## src/rtl/banked_mem_ctrl_if.sv

```systemverilog
// Bus bundle between the datapath, banked_mem_ctrl and the memory array.
//   Datapath side : req, we, addr, wdata -> controller; rdata, ack, fault, busy <- controller
//   Memory side   : mem_cs, rom_cs, mem_addr, mem_we, mem_oe, mem_wdata <- controller
//                   bank_rdata (bank0 in the LSBs), rom_rdata -> controller
// Modports: slave = the controller, master = datapath plus memory model.
interface banked_mem_if #(
    parameter int DATA_WIDTH      = 64,
    parameter int ADDR_WIDTH      = 32,
    parameter int BANK_ADDR_WIDTH = 12,
    parameter int NUM_BANKS       = 4
);
    logic                            req;
    logic                            we;
    logic [ADDR_WIDTH-1:0]           addr;
    logic [DATA_WIDTH-1:0]           wdata;
    logic [DATA_WIDTH-1:0]           rdata;
    logic                            ack;
    logic                            fault;
    logic                            busy;
    logic [NUM_BANKS-1:0]            mem_cs;
    logic                            rom_cs;
    logic [BANK_ADDR_WIDTH-1:0]      mem_addr;
    logic                            mem_we;
    logic                            mem_oe;
    logic [DATA_WIDTH-1:0]           mem_wdata;
    logic [NUM_BANKS*DATA_WIDTH-1:0] bank_rdata;
    logic [DATA_WIDTH-1:0]           rom_rdata;

    modport slave (
        input  req, we, addr, wdata, bank_rdata, rom_rdata,
        output rdata, ack, fault, busy, mem_cs, rom_cs, mem_addr, mem_we, mem_oe, mem_wdata
    );

    modport master (
        output req, we, addr, wdata, bank_rdata, rom_rdata,
        input  rdata, ack, fault, busy, mem_cs, rom_cs, mem_addr, mem_we, mem_oe, mem_wdata
    );
endinterface

```

## src/rtl/banked_mem_ctrl.sv

```systemverilog
// Memory-bus controller: decodes an address into one read-only ROM region and
// NUM_BANKS RAM banks, runs each access through ACCESS / WAIT / DONE with
// WAIT_STATES extra cycles, and reports completion with a one-cycle ack.
// Unmapped addresses and ROM writes complete immediately with fault=1 and
// never touch a select or strobe.
// Ports:
//   clk  - clock, all state on the rising edge
//   rst  - asynchronous reset, active-low
//   bus  - banked_mem_if.slave: datapath handshake and memory-side signals
module banked_mem_ctrl #(
    parameter int DATA_WIDTH      = 64,
    parameter int ADDR_WIDTH      = 32,
    parameter int BANK_ADDR_WIDTH = 12,
    parameter int NUM_BANKS       = 4,
    parameter int WAIT_STATES     = 1
) (
    input logic         clk,
    input logic         rst,
    banked_mem_if.slave bus
);
    localparam int         SEL_W  = $clog2(NUM_BANKS + 1);
    localparam int         HI_LSB = BANK_ADDR_WIDTH + SEL_W;
    localparam logic [3:0] WS     = 4'(WAIT_STATES);

    typedef enum logic [1:0] {S_IDLE, S_ACCESS, S_WAIT, S_DONE} state_t;

    state_t                     state;
    state_t                     state_nxt;

    logic [BANK_ADDR_WIDTH-1:0] off;
    logic [SEL_W-1:0]           sel;
    logic [SEL_W-1:0]           bank_idx;
    logic                       unmapped;
    logic                       is_rom;
    logic                       dec_fault;
    logic [NUM_BANKS-1:0]       dec_cs;

    logic                       we_q;
    logic                       rom_q;
    logic                       fault_q;
    logic [NUM_BANKS-1:0]       cs_q;
    logic [SEL_W-1:0]           bank_q;
    logic [BANK_ADDR_WIDTH-1:0] off_q;
    logic [DATA_WIDTH-1:0]      wdata_q;
    logic [DATA_WIDTH-1:0]      rdata_q;
    logic [3:0]                 cnt_q;

    logic                       accept;
    logic                       active;
    logic                       last_cyc;
    logic [DATA_WIDTH-1:0]      src_data;

    // Address decode: region select above the word offset; anything past the
    // last bank, or with stray high bits, is unmapped.
    assign off       = bus.addr[BANK_ADDR_WIDTH-1:0];
    assign sel       = bus.addr[BANK_ADDR_WIDTH +: SEL_W];
    assign unmapped  = ({1'b0, sel} > (SEL_W+1)'(NUM_BANKS)) ||
                       ((bus.addr >> HI_LSB) != '0);
    assign is_rom    = (sel == '0);
    assign dec_fault = unmapped || (is_rom && bus.we);
    assign bank_idx  = sel - SEL_W'(1);

    always_comb begin
        dec_cs = '0;
        for (int i = 0; i < NUM_BANKS; i++) begin
            if (!dec_fault && (sel == SEL_W'(i + 1))) dec_cs[i] = 1'b1;
        end
    end

    assign accept   = (state == S_IDLE) && bus.req;
    assign active   = (state == S_ACCESS) || (state == S_WAIT);
    // Data is captured on the cycle that hands over to DONE.
    assign last_cyc = ((state == S_ACCESS) && (WS == 4'd0)) ||
                      ((state == S_WAIT) && (cnt_q == 4'd1));

    always_comb begin
        src_data = bus.rom_rdata;
        if (!rom_q) begin
            for (int i = 0; i < NUM_BANKS; i++) begin
                if (bank_q == SEL_W'(i)) src_data = bus.bank_rdata[i*DATA_WIDTH +: DATA_WIDTH];
            end
        end
    end

    always_ff @(posedge clk or negedge rst) begin
        if (!rst) state <= S_IDLE;
        else      state <= state_nxt;
    end

    always_comb begin
        state_nxt = state;
        case (state)
            S_IDLE:   if (bus.req) state_nxt = dec_fault ? S_DONE : S_ACCESS;
            S_ACCESS: state_nxt = (WS == 4'd0) ? S_DONE : S_WAIT;
            S_WAIT:   if (cnt_q == 4'd1) state_nxt = S_DONE;
            S_DONE:   state_nxt = S_IDLE;
            default:  state_nxt = S_IDLE;
        endcase
    end

    // Request latch, wait counter and read-data capture.
    always_ff @(posedge clk or negedge rst) begin
        if (!rst) begin
            we_q    <= 1'b0;
            rom_q   <= 1'b0;
            fault_q <= 1'b0;
            cs_q    <= '0;
            bank_q  <= '0;
            off_q   <= '0;
            wdata_q <= '0;
            rdata_q <= '0;
            cnt_q   <= '0;
        end else begin
            if (accept) begin
                we_q    <= bus.we;
                rom_q   <= is_rom && !dec_fault;
                fault_q <= dec_fault;
                cs_q    <= dec_cs;
                bank_q  <= bank_idx;
                off_q   <= off;
                wdata_q <= bus.wdata;
                cnt_q   <= WS;
            end else if (state == S_WAIT) begin
                cnt_q   <= cnt_q - 4'd1;
            end
            if (last_cyc && !we_q) rdata_q <= src_data;
        end
    end

    assign bus.mem_cs    = active ? cs_q : '0;
    assign bus.rom_cs    = active && rom_q;
    assign bus.mem_we    = (state == S_ACCESS) && we_q;
    assign bus.mem_oe    = active && !we_q;
    assign bus.mem_addr  = off_q;
    assign bus.mem_wdata = wdata_q;
    assign bus.ack       = (state == S_DONE);
    assign bus.fault     = (state == S_DONE) && fault_q;
    assign bus.busy      = (state != S_IDLE);
    assign bus.rdata     = rdata_q;
endmodule

```

## src/flat_wrapper.sv

```systemverilog
// flat-port wrapper written by rule: the top's interface ports become plain ports
module banked_mem_ctrl_flat 
#(
    parameter int DATA_WIDTH      = 64,
    parameter int ADDR_WIDTH      = 32,
    parameter int BANK_ADDR_WIDTH = 12,
    parameter int NUM_BANKS       = 4,
    parameter int WAIT_STATES     = 1
)
  (clk, rst, bus_req, bus_we, bus_addr, bus_wdata, bus_bank_rdata, bus_rom_rdata, bus_rdata, bus_ack, bus_fault, bus_busy, bus_mem_cs, bus_rom_cs, bus_mem_addr, bus_mem_we, bus_mem_oe, bus_mem_wdata);
  banked_mem_if #(.DATA_WIDTH(DATA_WIDTH), .ADDR_WIDTH(ADDR_WIDTH), .BANK_ADDR_WIDTH(BANK_ADDR_WIDTH), .NUM_BANKS(NUM_BANKS)) bus_i ();
  input logic clk;
  input logic rst;
  input wire logic [$bits(bus_i.req)-1:0] bus_req;
  input wire logic [$bits(bus_i.we)-1:0] bus_we;
  input wire logic [$bits(bus_i.addr)-1:0] bus_addr;
  input wire logic [$bits(bus_i.wdata)-1:0] bus_wdata;
  input wire logic [$bits(bus_i.bank_rdata)-1:0] bus_bank_rdata;
  input wire logic [$bits(bus_i.rom_rdata)-1:0] bus_rom_rdata;
  output wire logic [$bits(bus_i.rdata)-1:0] bus_rdata;
  output wire logic [$bits(bus_i.ack)-1:0] bus_ack;
  output wire logic [$bits(bus_i.fault)-1:0] bus_fault;
  output wire logic [$bits(bus_i.busy)-1:0] bus_busy;
  output wire logic [$bits(bus_i.mem_cs)-1:0] bus_mem_cs;
  output wire logic [$bits(bus_i.rom_cs)-1:0] bus_rom_cs;
  output wire logic [$bits(bus_i.mem_addr)-1:0] bus_mem_addr;
  output wire logic [$bits(bus_i.mem_we)-1:0] bus_mem_we;
  output wire logic [$bits(bus_i.mem_oe)-1:0] bus_mem_oe;
  output wire logic [$bits(bus_i.mem_wdata)-1:0] bus_mem_wdata;
  assign bus_i.req = bus_req;
  assign bus_i.we = bus_we;
  assign bus_i.addr = bus_addr;
  assign bus_i.wdata = bus_wdata;
  assign bus_i.bank_rdata = bus_bank_rdata;
  assign bus_i.rom_rdata = bus_rom_rdata;
  assign bus_rdata = bus_i.rdata;
  assign bus_ack = bus_i.ack;
  assign bus_fault = bus_i.fault;
  assign bus_busy = bus_i.busy;
  assign bus_mem_cs = bus_i.mem_cs;
  assign bus_rom_cs = bus_i.rom_cs;
  assign bus_mem_addr = bus_i.mem_addr;
  assign bus_mem_we = bus_i.mem_we;
  assign bus_mem_oe = bus_i.mem_oe;
  assign bus_mem_wdata = bus_i.mem_wdata;
  banked_mem_ctrl #(.DATA_WIDTH(DATA_WIDTH), .ADDR_WIDTH(ADDR_WIDTH), .BANK_ADDR_WIDTH(BANK_ADDR_WIDTH), .NUM_BANKS(NUM_BANKS), .WAIT_STATES(WAIT_STATES)) u_core (.clk(clk), .rst(rst), .bus(bus_i));
endmodule
```

## config.mk

```make
export PLATFORM = sky130hd
export DESIGN_NAME = banked_mem_ctrl_flat
export DESIGN_NICKNAME = d
export VERILOG_FILES = /design/src/rtl/banked_mem_ctrl_if.sv /design/src/rtl/banked_mem_ctrl.sv /design/src/flat_wrapper.sv
export SDC_FILE = /design/constraint.sdc
export NUM_CORES = 1
export LEC_CHECK = 0
export CORE_AREA = 2 2 220 222
export CTS_BUF_LIST = sky130_fd_sc_hd__clkbuf_8
export CTS_CLUSTER_DIAMETER = 120
export CTS_CLUSTER_SIZE = 24
export DETAILED_ROUTE_END_ITERATION = 6
export DIE_AREA = 0 0 222 224
export GPL_ROUTABILITY_DRIVEN = 0
export MAX_ROUTING_LAYER = met4
export PLACE_DENSITY = 0.51
export SLEW_MARGIN = 15
export SYNTH_ARGS = -nofsm -noshare
export SYNTH_HDL_FRONTEND = slang
export SYNTH_SLANG_ARGS = --single-unit
```

## constraint.sdc

```tcl
create_clock -name clk -period 5.7 [get_ports clk]
set_clock_uncertainty 0.2 [all_clocks]
set_input_delay 1.14 -clock clk [delete_from_list [all_inputs] [get_ports clk]]
set_output_delay 1.14 -clock clk [all_outputs]
set_load 0.005 [all_outputs]
```

[Yosys cells after proc, flatten, opt, wreduce, memory -nomap -nowiden]
Cells that the tools add are included.
Storage, ports and cells
  bits in registers: 156
  bits of input ports: 420
  output and inout bits: 150
  word-level logic and storage cells: 67
Operators by class
  $add $sub $neg: 2
  order comparisons: 1
  equality and inequality tests: 13
  multiplexer cells: 16
  reductions and logical operators: 25
Operators by type and width (number)
  two-way mux 64 bit: 5
  nonzero test 32 bit: 1
  logical AND 1 bit: 13
  equality test 3 x 2 -> 1 bit, second input constant: 4
  two-way mux 4 bit: 3
  case mux 2 bit (4 select lines): 1
  equality test 3 x 1 -> 1 bit, second input constant: 2
  logical NOT 3 bit: 2
  two-way mux 2 bit: 3
  equality test 2 bit, second input constant: 2
  equality test 4 x 1 -> 1 bit, second input constant: 1
  two-way mux 1 bit: 4
  != test 2 bit, second input constant: 2
  nonzero test 2 bit: 2
  subtractor 4 x 1 -> 4 bit, second input constant: 1
  equality test 3 bit, second input constant: 1
  greater-than comparator 3 bit, second input constant: 1
  logical OR 1 bit: 3
  subtractor 3 x 1 -> 3 bit, second input constant: 1
  equality test 2 x 1 -> 1 bit, second input constant: 1
  logical NOT 1 bit: 2
  logical NOT 2 bit: 1
  AND reduction 2 bit: 1

[Logic depth before layout (Yosys ltp)]
  depth after elaboration: 6
  depth in mapped cells: 8
  gate-level depth less buffers: 6

[Worst setup path after synthesis]
OpenSTA, ideal clock, no wires.
  kind: input port to flip-flop
  start point: in bus_addr[18]
  end point: reg u_core.fault_q
  library setup time: 0.125 ns
  data arrival time: 2.457 ns
  data required time: 5.375 ns
  setup slack: 2.919 ns
  stages: 4
  path buffers: 0
  cells stage by stage: or4_4 > a2111oi_4 > nand3_2 > mux2_2
Between the ends
  word-level cells in the longest chain between the ends: 3
Ends and longest elaborated chain
  start, declared: line flat_wrapper.sv:16  | input wire logic [$bits(bus_i.addr)-1:0] bus_addr;
  nonzero test 32 bit: line banked_mem_ctrl.sv:58  | ((bus.addr >> HI_LSB) != '0);
  logical OR 1 bit: line banked_mem_ctrl.sv:57  | assign unmapped = ({1'b0, sel} > (SEL_W+1)'(NUM_BANKS)) ||
  logical OR 1 bit: line banked_mem_ctrl.sv:60  | assign dec_fault = unmapped || (is_rom && bus.we);
  end signal, assigned: line banked_mem_ctrl.sv:117  | fault_q <= dec_fault;
  end, declared: line banked_mem_ctrl.sv:40  | logic fault_q;
Every way passes these cells.
A chain may end at the register's enable or synchronous reset.

[Worst setup path in the final report]
  start point: reg u_core.state[0]
  end point: out bus_mem_cs[0]
Between the ends
  word-level cells in the longest chain between the ends: 3
  elaborated cells on any way between the ends: 4
  those cells by class: eq/ne: 2; mux: 1; reduce/logical: 1
Ends and longest elaborated chain
  start, declared: line banked_mem_ctrl.sv:27  | state_t state;
  start signal, assigned: line banked_mem_ctrl.sv:87  | else state <= state_nxt;
  equality test 2 x 1 -> 1 bit / equality test 2 bit (equally long branches): line banked_mem_ctrl.sv:71  | assign active = (state == S_ACCESS) || (state == S_WAIT);
  logical OR 1 bit (*): line banked_mem_ctrl.sv:71
  two-way mux 4 bit (*): line banked_mem_ctrl.sv:130  | assign bus.mem_cs = active ? cs_q : '0;
  end, declared: line flat_wrapper.sv:24  | output wire logic [$bits(bus_i.mem_cs)-1:0] bus_mem_cs;
Mark *: on every way between the ends. The rest lies on a longest branch, timed or not.

==> results by group <==
Place
  • Post-detail-place hpwl: 32200 um
  • Count of input and output buffers: 569
  • Post-Place Setup Slack: 2200 ps

Flow run
  • Max-Cap Viols: 0

Synthesis
  • Simple-Gate Fraction of Synth Area: 31.2%
  • Most frequently used flop master after synthesis: sky130_fd_sc_hd__dfrtp_1
  • Share of synthesized area spent on multiplexers: 0.374%
  • Post-synth ARST share: 100%
  • Count of mapped cells out of synthesis: 1073
  • Avg Inst Size Synth: 8.11 um^2
  • Post-synth EDFFs: 0
  • Post-synthesis xor/xnor area fraction: 0.403%
  • Share of synthesized area occupied by flip-flops and latches: 44.9%
  • Net count after synthesis: 1505
  • Total number of yosys warnings: 0
  • Cell type with the largest total area after synthesis: sky130_fd_sc_hd__dfrtp_1
  • Number of unique standard cell types used by synthesis: 39
  • #FFs+latches synth: 156
  • Cell area after synthesis: 0.00870 mm^2
  • Post-synthesis compound-gate area fraction: 15.9%
  • Adder and majority cell fraction of the synthesized area: 1.73%
  • Fraction of post-synthesis cell area in the top cell type by area: 44.9%
  • Leading cell types by total area after synthesis: sky130_fd_sc_hd__dfrtp_1 45%, sky130_fd_sc_hd__nand2_1 13%, sky130_fd_sc_hd__nor2_1 5.8%, sky130_fd_sc_hd__or4_1 5.7%, sky130_fd_sc_hd__a211oi_1 5.5%
  • Main combinational cell family by area after synthesis: simple AND/OR/NAND/NOR gates

Drt
  • Number of DRC markers in iteration 0: 572
  • Average wire length per cell after detail routing: 19.5 um
  • First-pass detailed-route iteration total: 5
  • DR vias: 9852
  • Routed Antenna Nets: 0
  • Wire length after detailed routing: 43300 um
  • Number of vias per cell: 4.45
  • Number of design rule violations left after detail routing: 0

Floorplan
  • IO Count: 570
  • DIE HEIGHT: 224 um
  • Standard-cell rows: 80
  • Standard cell core area: 0.0473 mm^2
  • Initial standard-cell utilization of the core: 18.4%
  • Full die area: 0.0497 mm^2
  • Die X: 222 um

Worst setup path
  • Endpoint kind of the worst setup timing path: output port
  • Reg-to-reg critical path endpoint: u_core.bus.rdata[3]
  • Worst Setup Start Kind: flip-flop
  • Arrival time of the worst setup path: 2270 ps
  • Crit-path leading delay family: buffers and inverters
  • Cells along the critical path: inv_1 -> ha_1 -> and2_1 -> clkdlybuf4s50_1
  • Slowest stage delay, CP: 570 ps
  • Critical path class: flip-flop to output port
  • Startpoint of the lowest-slack register-to-register path: u_core.bank_q[1]
  • Total buffers and inverters traversed by the critical path: 2
  • Worst path slowest cell: sky130_fd_sc_hd__clkdlybuf4s50_1
  • Worst reg-to-reg path cell count: 5
  • Max FO, Critical Path: 7
  • Req. time, crit path: 4360 ps
  • Setup slack, reg-to-reg: 2470 ps

Final layout
  • Area of all sequential standard cells: 0.00391 mm^2
  • Most frequent cells in the layout: 568 x sky130_fd_sc_hd__clkdlybuf4s50_1, 309 x sky130_fd_sc_hd__nand2_1, 154 x sky130_fd_sc_hd__dfrtp_1
  • Layout Nets: 2018
  • Area grow syn2layout: 75.4%
  • Most common cell after layout, fill and taps aside: sky130_fd_sc_hd__clkdlybuf4s50_1
  • Share of the core filled with cells in the final layout: 32.2%
  • Share of post-route cells with drive strength above 1: 3.81%
  • Multi-input gate area: 0.00433 mm^2
  • Count of fill cells added during filler insertion: 5033
  • Number of antenna diodes: 0

Power and ir drop
  • Pwr per Cell Area: 398 mW/mm^2
  • Peak supply drop: 257 uV
  • Overall power: 6070 uW
  • Cell leakage power: 0.00616 uW

Timing
  • Relative slew margins: 31.5%
  • Post-route fraction of the period consumed by the critical path: 63.4%
  • Number of hold violations in the final report: 0
  • Setup violators final: 0
  • Unrepaired setup endpoints after global routing: false
  • Worst Max-Slew Pin Slew: 1020 ps
  • Final total negative setup slack: 0 ps
  • Pins Over Slew Limit: 0
  • Fin worst setup slack: 2090 ps
  • Hold slack final: 282 ps
  • Highest achievable clock rate: 0.277 GHz
  • Post-layout min period: 3610 ps

Global route
  • Number of global-route vias before repair: 10300
  • Wire length of the first global-routing pass: 64600 um
  • Global Route Usage Sum: 18.0%
  • Grt ovf: 0
  • Pin count of the biggest net entering global routing: 95
  • Number of antenna violations at the first check in global routing: 1

Hold path
  • End of the worst hold path: u_core.bus.mem_wdata[12]
  • Source of the worst hold timing path: u_core.bus.mem_wdata[12]
  • Hold depth: 2
  • Hold WC Path Type: flip-flop to flip-flop

Clock network
  • CTS buffer count: 17
  • CTS Buffer Depth: 2
  • Insertion delay to the later sink of the worst-skew pair: 550 ps
  • Clock tree from TritonCTS: yes
  • Clock slew at reported path FFs: 90 ps
  • Depth of the CTS H-tree: 4
  • Count of hold buffers inserted by post-cts repair: 0
  • CTS Sinks: 156
  • Root buf cell: sky130_fd_sc_hd__clkbuf_8
  • Number of instances resized during post-cts repair: 0
  • Number of buffers inserted to repair setup after CTS: 0

Run status
  • Result of the run: finished, final reports clean
## final cells by class
cell class | count | share of cell area, %
Multi-Input combinational cell | 818 | 28.4
Clock inverter | 11 | 0.697
Inverter | 9 | 0.221
Timing Repair Buffer | 584 | 38.2
Sequential cell | 156 | 25.6
Tap cell | 615 | 5.04
Clock buffer | 21 | 1.89
## flip-flops by register name, indices dropped and copies added (netlist names)
signal                count
u_core.bus.mem_wdata     64
u_core.bus.rdata         64
u_core.bus.mem_addr      12
u_core.cnt_q              4
u_core.cs_q               4
u_core.bank_q             3
u_core.state              2
u_core.fault_q            1
u_core.rom_q              1
u_core.we_q               1
## per-stage QoR
step / cell area (um^2) / std cells
floorplan: 8700 / 1073
global placement: 14900 / 2182
detailed placement: 14900 / 2182
CTS: 15300 / 2214
global route: 15300 / 2214
finish: 15300 / 2214
## report_power, final
part	total (uW)	internal, uW	switching, uW
registers	1920	1570	350
logic	3260	1700	1550
clock network	891	394	496
total	6070	3670	2400
## worst reg2reg max path, delay by kind of cell (launching register included)
family	cells	cell delay, ps
buffers and inverters	1	440
DFF	1	750
AOI/OAI and AO/OA	2	320
and+or+nand+nor	2	1450
## routing by layer
metal,global-route usage (%),vias up,wire length (um)
met1,19.7,4657,17300
li1,-,4749,-
met3,7.57,34,4160
met4,5.30,0,692
met2,29.8,412,21100
met5,-,-,0
## cells in the mapped netlist (9+ instances only)
| cell | instances |
|---|---|
| sky130_fd_sc_hd__o22ai_1 | 64 |
| sky130_fd_sc_hd__nand2_1 | 310 |
| sky130_fd_sc_hd__nor2_1 | 134 |
| sky130_fd_sc_hd__a31oi_1 | 64 |
| sky130_fd_sc_hd__ha_1 | 12 |
| sky130_fd_sc_hd__or4_1 | 66 |
| sky130_fd_sc_hd__clkbuf_1 | 46 |
| sky130_fd_sc_hd__inv_1 | 9 |
| sky130_fd_sc_hd__buf_1 | 14 |
| sky130_fd_sc_hd__nor2b_1 | 63 |
| sky130_fd_sc_hd__a211oi_1 | 64 |
| sky130_fd_sc_hd__dfrtp_1 | 156 |
| sky130_fd_sc_hd__buf_2 | 14 |
## how the worst max path moves through the flow
stage	startpoint	to	slack, ps	cells past startpoint
floorplan	bus_addr[18]	u_core.fault_q	2920	4
global placement	bus_req	u_core.bus.mem_wdata[62]	2260	5
detailed placement	bus_req	u_core.bus.mem_wdata[51]	2200	5
CTS	u_core.state[0]	bus_mem_cs[0]	1930	4
global route	u_core.state[0]	bus_mem_cs[0]	1910	4
finish	u_core.state[0]	bus_mem_cs[0]	2090	4
## cell families after synthesis
family / after synthesis
mux: 3
buf+inv: 99
flops: 156
xor+xnor: 4
simple gates: 595
fa+ha+maj: 12
compound gates: 204
Note: power is estimated with default switching activity, not from simulation.
